[config.mk]
export PLATFORM = sky130hd
export DESIGN_NAME = puf_challenge_sequencer_flat
export DESIGN_NICKNAME = d
export VERILOG_FILES = /design/src/rtl/puf_challenge_sequencer_if.sv /design/src/rtl/puf_challenge_sequencer.sv /design/src/flat_wrapper.sv
export SDC_FILE = /design/constraint.sdc
export NUM_CORES = 1
export LEC_CHECK = 0
export CAP_MARGIN = 5
export CORE_ASPECT_RATIO = 1.25
export CORE_MARGIN = 2
export CORE_UTILIZATION = 45
export CTS_CLUSTER_DIAMETER = 30
export DETAILED_ROUTE_END_ITERATION = 6
export MAX_ROUTING_LAYER = met4
export PLACE_DENSITY = 0.76
export SLEW_MARGIN = 0
export SYNTH_ARGS = -nofsm -noshare
export SYNTH_HDL_FRONTEND = slang
export SYNTH_SLANG_ARGS = --single-unit
[constraint.sdc]
create_clock -name clock -period 4.8 [get_ports clock]
set_input_delay 0.72 -clock clock [delete_from_list [all_inputs] [get_ports clock]]
set_output_delay 0.72 -clock clock [all_outputs]
set_load 0.005 [all_outputs]
[src/rtl/puf_challenge_sequencer_if.sv]
// ---------------------------------------------------------------------------
// puf_challenge_sequencer_if
// Purpose : valid/ready word channel from the challenge sequencer to the
//           serial transmitter.
// Signals : word_valid  - a finished response word is being offered
//           word_data   - packed response word, first harvested bit in MSB
//           word_ready  - consumer accepts the word this cycle
// Modports: master (sequencer side), slave (consumer side)
// ---------------------------------------------------------------------------
interface puf_challenge_sequencer_if #(
    parameter int RESP_W = 8
);
    logic              word_valid;
    logic [RESP_W-1:0] word_data;
    logic              word_ready;

    modport master (
        output word_valid,
        output word_data,
        input  word_ready
    );

    modport slave (
        input  word_valid,
        input  word_data,
        output word_ready
    );
endinterface

[src/rtl/puf_challenge_sequencer.sv]
// ---------------------------------------------------------------------------
// puf_challenge_sequencer
// Purpose : drives a challenge scrambler and a delay-PUF race core to harvest
//           num_words words of RESP_W response bits each. The scrambler is
//           seeded once per run and stepped once per response bit; each
//           challenge is allowed to settle before the PUF is fired.
// Ports   : clock, reset        - system clock, asynchronous active-high reset
//           start_i             - begin a run (only honoured while idle)
//           seed_i, num_words_i - run parameters, latched on an accepted start
//           busy_o, done_o      - run in progress / one-cycle completion pulse
//           err_o               - sticky: some bit of this run timed out
//           scr_*               - scrambler seed, load pulse, step pulse, output
//           puf_*               - PUF challenge, trigger pulse, done, result bit
//           word_if             - valid/ready output word channel (master)
// ---------------------------------------------------------------------------
module puf_challenge_sequencer #(
    parameter int CHALL_W       = 8,
    parameter int RESP_W        = 8,
    parameter int COUNT_W       = 8,
    parameter int SETTLE_CYCLES = 4,
    parameter int TIMEOUT       = 255
) (
    input  logic                 clock,
    input  logic                 reset,
    input  logic                 start_i,
    input  logic [CHALL_W-1:0]   seed_i,
    input  logic [COUNT_W-1:0]   num_words_i,
    output logic                 busy_o,
    output logic                 done_o,
    output logic                 err_o,
    output logic [CHALL_W-1:0]   scr_chall_in_o,
    output logic                 scr_reset_o,
    output logic                 scr_increment_o,
    input  logic [CHALL_W-1:0]   scr_chall_out_i,
    output logic [CHALL_W-1:0]   puf_challenge_o,
    output logic                 puf_trigger_o,
    input  logic                 puf_done_i,
    input  logic                 puf_resp_i,
    puf_challenge_sequencer_if.master word_if
);

    // Down-counters are replaced by up-counters that stop at N-1, so each
    // needs only enough bits to hold N-1.
    localparam int SET_W = (SETTLE_CYCLES > 1) ? $clog2(SETTLE_CYCLES) : 1;
    localparam int TMO_W = (TIMEOUT > 1) ? $clog2(TIMEOUT) : 1;
    localparam int BIT_W = (RESP_W > 1) ? $clog2(RESP_W) : 1;

    localparam logic [SET_W-1:0]   SETTLE_LAST = SET_W'(SETTLE_CYCLES - 1);
    localparam logic [TMO_W-1:0]   WAIT_LAST   = TMO_W'(TIMEOUT - 1);
    localparam logic [BIT_W-1:0]   BIT_LAST    = BIT_W'(RESP_W - 1);
    localparam logic [SET_W-1:0]   SET_ONE     = SET_W'(1);
    localparam logic [TMO_W-1:0]   TMO_ONE     = TMO_W'(1);
    localparam logic [BIT_W-1:0]   BIT_ONE     = BIT_W'(1);
    localparam logic [COUNT_W-1:0] CNT_ONE     = COUNT_W'(1);

    typedef enum logic [3:0] {
        S_IDLE, S_LOAD, S_STEP, S_SETTLE, S_FIRE, S_WAIT, S_SHIFT, S_EMIT, S_FIN
    } state_t;

    state_t              state_q,         state_d;
    logic [CHALL_W-1:0]  seed_q,          seed_d;
    logic [COUNT_W-1:0]  num_words_q,     num_words_d;
    logic [COUNT_W-1:0]  word_cnt_q,      word_cnt_d;
    logic [BIT_W-1:0]    bit_cnt_q,       bit_cnt_d;
    logic [SET_W-1:0]    settle_cnt_q,    settle_cnt_d;
    logic [TMO_W-1:0]    wait_cnt_q,      wait_cnt_d;
    logic [RESP_W-1:0]   shreg_q,         shreg_d;
    logic                bit_q,           bit_d;
    logic [RESP_W-1:0]   word_data_q,     word_data_d;
    logic [CHALL_W-1:0]  puf_challenge_q, puf_challenge_d;
    logic                err_q,           err_d;

    logic scr_reset, scr_increment, puf_trigger, word_valid, done;

    always_ff @(posedge clock or posedge reset) begin
        if (reset) begin
            state_q         <= S_IDLE;
            seed_q          <= '0;
            num_words_q     <= '0;
            word_cnt_q      <= '0;
            bit_cnt_q       <= '0;
            settle_cnt_q    <= '0;
            wait_cnt_q      <= '0;
            shreg_q         <= '0;
            bit_q           <= 1'b0;
            word_data_q     <= '0;
            puf_challenge_q <= '0;
            err_q           <= 1'b0;
        end else begin
            state_q         <= state_d;
            seed_q          <= seed_d;
            num_words_q     <= num_words_d;
            word_cnt_q      <= word_cnt_d;
            bit_cnt_q       <= bit_cnt_d;
            settle_cnt_q    <= settle_cnt_d;
            wait_cnt_q      <= wait_cnt_d;
            shreg_q         <= shreg_d;
            bit_q           <= bit_d;
            word_data_q     <= word_data_d;
            puf_challenge_q <= puf_challenge_d;
            err_q           <= err_d;
        end
    end

    always_comb begin
        state_d         = state_q;
        seed_d          = seed_q;
        num_words_d     = num_words_q;
        word_cnt_d      = word_cnt_q;
        bit_cnt_d       = bit_cnt_q;
        settle_cnt_d    = settle_cnt_q;
        wait_cnt_d      = wait_cnt_q;
        shreg_d         = shreg_q;
        bit_d           = bit_q;
        word_data_d     = word_data_q;
        puf_challenge_d = puf_challenge_q;
        err_d           = err_q;
        scr_reset       = 1'b0;
        scr_increment   = 1'b0;
        puf_trigger     = 1'b0;
        word_valid      = 1'b0;
        done            = 1'b0;

        case (state_q)
            S_IDLE: begin
                if (start_i) begin
                    seed_d      = seed_i;
                    num_words_d = num_words_i;
                    err_d       = 1'b0;
                    word_cnt_d  = '0;
                    bit_cnt_d   = '0;
                    shreg_d     = '0;
                    state_d     = (num_words_i == '0) ? S_FIN : S_LOAD;
                end
            end
            S_LOAD: begin
                scr_reset = 1'b1;
                state_d   = S_STEP;
            end
            S_STEP: begin
                scr_increment = 1'b1;
                settle_cnt_d  = '0;
                state_d       = S_SETTLE;
            end
            S_SETTLE: begin
                if (settle_cnt_q == SETTLE_LAST) begin
                    // Challenge is frozen here and held until the next settle.
                    puf_challenge_d = scr_chall_out_i;
                    settle_cnt_d    = '0;
                    state_d         = S_FIRE;
                end else begin
                    settle_cnt_d = settle_cnt_q + SET_ONE;
                end
            end
            S_FIRE: begin
                puf_trigger = 1'b1;
                wait_cnt_d  = '0;
                state_d     = S_WAIT;
            end
            S_WAIT: begin
                if (puf_done_i) begin
                    bit_d   = puf_resp_i;
                    state_d = S_SHIFT;
                end else if (wait_cnt_q == WAIT_LAST) begin
                    // PUF never answered: record a 0 and flag the run.
                    bit_d   = 1'b0;
                    err_d   = 1'b1;
                    state_d = S_SHIFT;
                end else begin
                    wait_cnt_d = wait_cnt_q + TMO_ONE;
                end
            end
            S_SHIFT: begin
                shreg_d = {shreg_q[RESP_W-2:0], bit_q};
                if (bit_cnt_q == BIT_LAST) begin
                    word_data_d = {shreg_q[RESP_W-2:0], bit_q};
                    bit_cnt_d   = '0;
                    state_d     = S_EMIT;
                end else begin
                    bit_cnt_d = bit_cnt_q + BIT_ONE;
                    state_d   = S_STEP;
                end
            end
            S_EMIT: begin
                word_valid = 1'b1;
                if (word_if.word_ready) begin
                    word_cnt_d = word_cnt_q + CNT_ONE;
                    // Scrambler keeps its sequence across words: no reload.
                    state_d    = (word_cnt_d == num_words_q) ? S_FIN : S_STEP;
                end
            end
            S_FIN: begin
                done    = 1'b1;
                state_d = S_IDLE;
            end
            default: state_d = S_IDLE;
        endcase
    end

    assign busy_o             = (state_q != S_IDLE);
    assign done_o             = done;
    assign err_o              = err_q;
    assign scr_chall_in_o     = seed_q;
    assign scr_reset_o        = scr_reset;
    assign scr_increment_o    = scr_increment;
    assign puf_challenge_o    = puf_challenge_q;
    assign puf_trigger_o      = puf_trigger;
    assign word_if.word_valid = word_valid;
    assign word_if.word_data  = word_data_q;

endmodule
[src/flat_wrapper.sv]
// flat-port wrapper written by rule: the top's interface ports become plain ports
module puf_challenge_sequencer_flat 
#(
    parameter int CHALL_W       = 8,
    parameter int RESP_W        = 8,
    parameter int COUNT_W       = 8,
    parameter int SETTLE_CYCLES = 4,
    parameter int TIMEOUT       = 255
)
  (clock, reset, start_i, seed_i, num_words_i, busy_o, done_o, err_o, scr_chall_in_o, scr_reset_o, scr_increment_o, scr_chall_out_i, puf_challenge_o, puf_trigger_o, puf_done_i, puf_resp_i, word_if_word_valid, word_if_word_data, word_if_word_ready);
  puf_challenge_sequencer_if #(.RESP_W(RESP_W)) word_if_i ();
  input  logic clock;
  input  logic reset;
  input  logic start_i;
  input  logic [CHALL_W-1:0] seed_i;
  input  logic [COUNT_W-1:0] num_words_i;
  output logic busy_o;
  output logic done_o;
  output logic err_o;
  output logic [CHALL_W-1:0] scr_chall_in_o;
  output logic scr_reset_o;
  output logic scr_increment_o;
  input  logic [CHALL_W-1:0] scr_chall_out_i;
  output logic [CHALL_W-1:0] puf_challenge_o;
  output logic puf_trigger_o;
  input  logic puf_done_i;
  input  logic puf_resp_i;
  output wire logic [$bits(word_if_i.word_valid)-1:0] word_if_word_valid;
  output wire logic [$bits(word_if_i.word_data)-1:0] word_if_word_data;
  input wire logic [$bits(word_if_i.word_ready)-1:0] word_if_word_ready;
  assign word_if_word_valid = word_if_i.word_valid;
  assign word_if_word_data = word_if_i.word_data;
  assign word_if_i.word_ready = word_if_word_ready;
  puf_challenge_sequencer #(.CHALL_W(CHALL_W), .RESP_W(RESP_W), .COUNT_W(COUNT_W), .SETTLE_CYCLES(SETTLE_CYCLES), .TIMEOUT(TIMEOUT)) u_core (.clock(clock), .reset(reset), .start_i(start_i), .seed_i(seed_i), .num_words_i(num_words_i), .busy_o(busy_o), .done_o(done_o), .err_o(err_o), .scr_chall_in_o(scr_chall_in_o), .scr_reset_o(scr_reset_o), .scr_increment_o(scr_increment_o), .scr_chall_out_i(scr_chall_out_i), .puf_challenge_o(puf_challenge_o), .puf_trigger_o(puf_trigger_o), .puf_done_i(puf_done_i), .puf_resp_i(puf_resp_i), .word_if(word_if_i));
endmodule
==> flow_summary.json, run 1 <==
{
  "outcome": "complete, no violations",
  "finalPower_mw": 2.28,
  "seq_power_share": 0.428,
  "period_share": 0.594,
  "drc": 0,
  "cts.sink_count": 66,
  "swShare": 0.327,
  "grt-ovfl-total": 0,
  "drv_slew": 0,
  "r2r_cells": 7,
  "cp-startpoint": "u_core.state_q[2]",
  "slowest_delay_ps": 690,
  "path_clk_slew_ps": 70,
  "cpMaxStageDelayCell": "dfrtp_1",
  "async_reset_ff_frac": 1.00,
  "die_h_um": 100,
  "synth_top_cell_by_area": "dfrtp_1",
  "critPathKind": "reg -> out",
  "worst_ep_required_time_ps": 4080,
  "p_leak_nw": 1.74,
  "start_util": 0.456,
  "vias": 2533,
  "synth_cells": 304,
  "cp_num_buf_inv": 2,
  "final_hold_viol_count": 0,
  "dieArea_sq_um": 8070,
  "worstPathCellList": "nand2b_4, or3_4, clkinv_8, clkdlybuf4s50_1",
  "cts_resized": 0,
  "synth_ff_type": "dfrtp_1",
  "synth_area_leaders": "dfrtp_1 50%, mux2_2 11%, xnor2_1 4.2%",
  "grt_pass1_vias": 2407,
  "cap_violations": 0,
  "yosysSeqAreaShare": 0.498,
  "yosys-top-cells-count": "66 x dfrtp_1, 33 x mux2_2, 30 x nand2_1",
  "track_usage": 0.186,
  "end_kind": "primary output",
  "ir_drop_uv": 231,
  "min_to": "u_core.settle_cnt_q[0]",
  "grt_pass1_wl_um": 11300,
  "cts_max_level": 3,
  "p_sw_mw": 0.744,
  "worst_r2r_startpoint": "u_core.wait_cnt_q[0]",
  "clk_path_buf_depth": 2,
  "synth_edf_count": 0,
  "clk_latency_ps": 340,
  "rr_endpoint": "u_core.word_cnt_q[6]",
  "slew_headroom": 0.554,
  "worstSetupStartpointType": "flop",
  "wire_per_inst_um": 14.9,
  "drt_iter0_markers": 130,
  "rsz0062_at_grt": "false",
  "r2r_slack_ps": 2680,
  "clockRootBuffer": "clkbuf_8",
  "cts_setup_buffers": 0,
  "io_buffers": 60,
  "syn_avg_cell_area_sq_um": 10.9,
  "ant_nets": 0,
  "syn_to_final_growth_pct": 24.8,
  "layout_min_cycle_time_ps": 2850,
  "synth-seq-cells": 66,
  "drive_gt1_frac": 0.168,
  "fin_skew_ps": 8.44,
  "yosysTopAreaCellShare": 0.498,
  "syn-cell-area_sq_um": 3310,
  "arrival_ps": 2130,
  "cts_hold_buf": 0,
  "hp-start": "u_core.settle_cnt_q[0]",
  "share_comb_of_total_power": 0.375,
  "drt-pass1-iter-count": 4,
  "worst_hold_path_type": "reg -> reg",
  "ios": 61,
  "viasPerCell": 5.55,
  "drt_wl_total_um": 6800,
  "fin_setup_tns_ps": 0,
  "worstPathMaxFanout": 18,
  "post-dp-hpwl_um": 4770,
  "grt_max_degree": 36,
  "power_frac_clock": 0.197,
  "core_sq_um": 7270,
  "yosysWarnings": 0,
  "diodes": 0,
  "worst_pin_slew_ps": 663,
  "die_x_um": 80.8,
  "cts_tree": "yes",
  "synth_nets": 340,
  "fmax_mhz": 351,
  "post-synth-top-count-cell": "dfrtp_1",
  "cts_buffers": 9,
  "hold_depth": 1,
  "p_int_mw": 1.53,
  "antenna_found_initial": 0,
  "powerDensity_nw_per_um2": 550,
  "final-setup-viol-count": 0,
  "gp_congestion": 0.875,
  "synth.distinct_cells": 53,
  "row_count": 35,
  "num-nets-final": 397,
  "crit_family": "flip-flops"
}
-- area by class of cell --
type | instances | area [sq um]
Clock buffer | 10 | 128
Sequential cell | 66 | 1650
Inverter | 11 | 53.8
Timing Repair Buffer | 63 | 623
Multi-Input combinational cell | 210 | 1510
Tap cell | 92 | 115
Clock inverter | 4 | 53.8
Fill cell | 642 | 3130
-- state kept, by name, summed over array words and instances (netlist names) --
name and cells:
u_core.bit_cnt_q 3, u_core.err_o 1, u_core.scr_chall_in_o 8, u_core.settle_cnt_q 2, u_core.bit_q 1, u_core.shreg_q 7
u_core.wait_cnt_q 8, u_core.state_q 4, u_core.num_words_q 8, u_core.word_cnt_q 8, u_core.word_if.word_data 8, u_core.puf_challenge_o 8
-- routing by layer --
| metal | share of wire | vias to the layer above | GRT usage |
|---|---|---|---|
| met2 | 0.52 | 44 | 0.296 |
| li1 | - | 1203 | - |
| met3 | 0.031 | 12 | 0.0324 |
| met4 | 0.018 | 0 | 0.0782 |
| met5 | 0 | - | - |
| met1 | 0.44 | 1274 | 0.235 |
-- how the worst max path moves through the flow --
stage / to / depth (start not counted)
after floorplan: u_core.bit_cnt_q[0] / 1
after global placement: puf_trigger_o / 4
after detailed placement: puf_trigger_o / 4
final: puf_trigger_o / 4
after global routing: puf_trigger_o / 4
after CTS: puf_trigger_o / 4
-- metrics by stage --
stage,area (sq um),util,hold WS [ps],setup slack (ps),cells
after floorplan,3310,-,456,2430,304
after global placement,3960,0.544,474,2330,442
after detailed placement,3960,0.544,486,2300,442
after CTS,4140,0.569,496,1910,456
after global routing,4140,0.569,516,1830,456
final,4140,0.569,495,1950,456
-- cells in the final DEF (no fill, tap or decap), types with 3 or more instances in the layout --
master / Yosys / routed
xnor2_1: 16 / 16
nand3_1: 22 / 22
nand4_1: 4 / 4
nand3b_1: 5 / 5
inv_1: 10 / 9
buf_4: 2 / 3
a21oi_1: 8 / 8
xor2_1: 3 / 3
mux2_2: 33 / 33
clkdlybuf4s50_1: 0 / 60
nor3_1: 5 / 5
nor4_1: 5 / 5
o21ai_0: 16 / 16
and3_1: 6 / 6
ha_1: 6 / 6
clkbuf_8: 0 / 9
nand2_1: 30 / 30
nor2_1: 9 / 9
dfrtp_1: 66 / 66
-- logic make-up after synthesis --
family / count (synthesis) / share of synthesized area
compound gates: 51 / 0.107
xor+xnor: 19 / 0.0502
fa+ha+maj: 6 / 0.0226
buf+inv: 28 / 0.0453
flops: 66 / 0.498
mux: 33 / 0.112
simple gates: 101 / 0.165
-- power by group through the flow --
stage | logic [mW] | registers (mW) | clock network, mW
after floorplan | 0.580 | 0.917 | 0
after global placement | 0.836 | 0.974 | 0
after detailed placement | 0.863 | 0.983 | 0
after CTS | 0.866 | 0.975 | 0.461
after global routing | 0.942 | 1.01 | 0.492
final | 0.854 | 0.974 | 0.448
Note: power is estimated with default switching activity, not from simulation.
==> run 2, diff against run 1 <==
- PLACE_DENSITY: 0.76 -> 0.79
- clock period: 4.8 -> 2.5 ns (I/O delays scaled with it)
==> run 2 against run 1 <==
Compared with the run above:
- clock-buffer cell count unchanged
- first-iteration DRC count grew 6.2%
- non-clock buffer count is 2 higher
- clock skew fell by 3.5 ps
- total power is 98% higher
- worst hold slack worse by 73 ps
- utilization up 0.90 points
- clock power is 120% higher
- highest routed layer unchanged
==> flow_summary.json, run 2 (synthesis gave the netlist of run 1 again) <==
{
  "ios": 61,
  "fin_skew_ps": 4.90,
  "drv_slew": 0,
  "worst_slack_ps": 128,
  "layout_min_cycle_time_ps": 2370,
  "vias": 2450,
  "fmax_mhz": 422,
  "wire_per_inst_um": 14.2,
  "dp_slack_ps": 342,
  "powerDensity_nw_per_um2": 1070,
  "p_leak_nw": 1.78,
  "grt_pass1_wl_um": 11200,
  "worst_r2r_startpoint": "u_core.wait_cnt_q[0]",
  "mostFrequentLayoutCells": "64 x dfrtp_1, 60 x clkdlybuf4s50_1, 33 x mux2_2",
  "drt_iter0_markers": 138,
  "cts.sink_count": 66,
  "worstSetupStartpointType": "flop",
  "drt_wl_total_um": 6520,
  "ant_nets": 0,
  "multi_input_area_sq_um": 1510,
  "outcome": "complete, no violations",
  "period_share": 0.949,
  "grt_max_degree": 67,
  "start_util": 0.456,
  "slew_headroom": 0.626,
  "cap_violations": 0,
  "final_hold_viol_count": 0,
  "finalPower_mw": 4.51,
  "diodes": 0,
  "drc": 0,
  "clk_latency_ps": 340,
  "die_h_um": 100,
  "path_clk_slew_ps": 70,
  "fillers": 641,
  "ff_latch_area_sq_um": 1650,
  "p_int_mw": 3.09,
  "slowest_delay_ps": 490,
  "dieArea_sq_um": 8070,
  "cts_max_level": 3,
  "ir_drop_uv": 541,
  "fin_setup_tns_ps": 0,
  "share_comb_of_total_power": 0.372,
  "syn_to_final_growth_pct": 26.8,
  "cts_buffers": 9,
  "arrival_ps": 2000,
  "swShare": 0.314,
  "num-nets-final": 399,
  "clockRootBuffer": "clkbuf_8",
  "rsz0062_at_grt": "false",
  "instances_no_fill": 459,
  "antenna_found_initial": 0,
  "worstPathCellList": "nand2b_4, or3_4, clkinv_8, clkdlybuf4s50_1",
  "worst_hold_path_type": "in -> async",
  "gp_congestion": 0.899,
  "critPathKind": "reg -> out",
  "drt-pass1-iter-count": 4,
  "row_count": 35,
  "worstPathMaxFanout": 9,
  "p_sw_mw": 1.41,
  "final-setup-viol-count": 0,
  "power_frac_clock": 0.216,
  "grt_pass1_vias": 2481,
  "track_usage": 0.185,
  "cts_tree": "yes",
  "post-dp-hpwl_um": 4660,
  "worst_ep_required_time_ps": 2120,
  "io_buffers": 60,
  "place_inst": 444,
  "grt-ovfl-total": 0,
  "cpMaxStageDelayCell": "clkdlybuf4s50_1",
  "seq_power_share": 0.413,
  "worst_pin_slew_ps": 559,
  "drive_gt1_frac": 0.183,
  "layout_commonest_cell": "dfrtp_1",
  "die_x_um": 80.8,
  "clk_path_buf_depth": 2,
  "core_sq_um": 7270,
  "viasPerCell": 5.34,
  "end_kind": "primary output",
  "cp-startpoint": "u_core.state_q[0]"
}
-- run 2: changes by cell type in the layout (fill, tap and decap cells not counted), moves of 2 or more --
cell and change:
clkinv_2 +2, clkinvlp_4 -2, dfrtp_1 -2, dfrtp_2 +2
-- run 2: repair_timing --
action                                  CTS  global route
hold buffers                              0             0
endpoints found under the setup margin    1             1
resized for setup                         1             1
buffers inserted                          0             0
-- run 2: final timing paths --
| kind | endpoint | slack, ps | cells past startpoint |
|---|---|---|---|
| hold / removal | u_core.scr_chall_in_o[7] | 420 | 3 |
| setup / recovery | puf_trigger_o | 130 | 4 |
| setup reg to reg | u_core.word_cnt_q[6] | 400 | 7 |
| hold reg to reg | u_core.settle_cnt_q[0] | 500 | 1 |
| min in group clock | u_core.settle_cnt_q[0] | 500 | 1 |
| max in group asynchronous | u_core.state_q[2] | 1780 | 3 |
-- run 2: critical path, delay by kind of cell, from the launching register on --
| family | cells | cell delay (ps) |
|---|---|---|
| and+or+nand+nor | 2 | 600 |
| buffers and inverters | 2 | 580 |
| DFF | 1 | 470 |
-- run 2: per-layer routing --
metal  track usage  up-vias  part of all wire
li1              -     1197                 -
met1         0.223     1206              0.44
met2         0.299       38              0.51
met3        0.0306        9             0.030
met4        0.0939        0             0.020
met5             -        -                 0
-- run 2: power groups by stage --
stage / Combinational (mW) / Sequential [mW] / Clock (mW)
5_1_grt: 1.86 / 1.93 / 1.04
2_1_floorplan: 1.11 / 1.76 / 0
3_3_place_gp: 1.64 / 1.85 / 0
6_report: 1.67 / 1.86 / 0.972
4_1_cts: 1.70 / 1.86 / 1.00
3_5_place_dp: 1.70 / 1.88 / 0
-- run 2: metrics by stage --
stage                util  area (sq um)  hold slack (ps)
detailed placement  0.548          3980              487
global route        0.578          4200              457
global placement    0.548          3980              475
CTS                 0.578          4200              429
floorplan               -          3310              456
finish              0.578          4200              422
-- run 2: area by class of cell --
cell class | instances | area share
clock buffers | 10 | 0.0327
clock inverters | 5 | 0.0188
inverters | 11 | 0.0128
multi-input cells | 210 | 0.360
flip-flops and latches | 66 | 0.394
well taps | 92 | 0.0274
repair buffers | 65 | 0.155
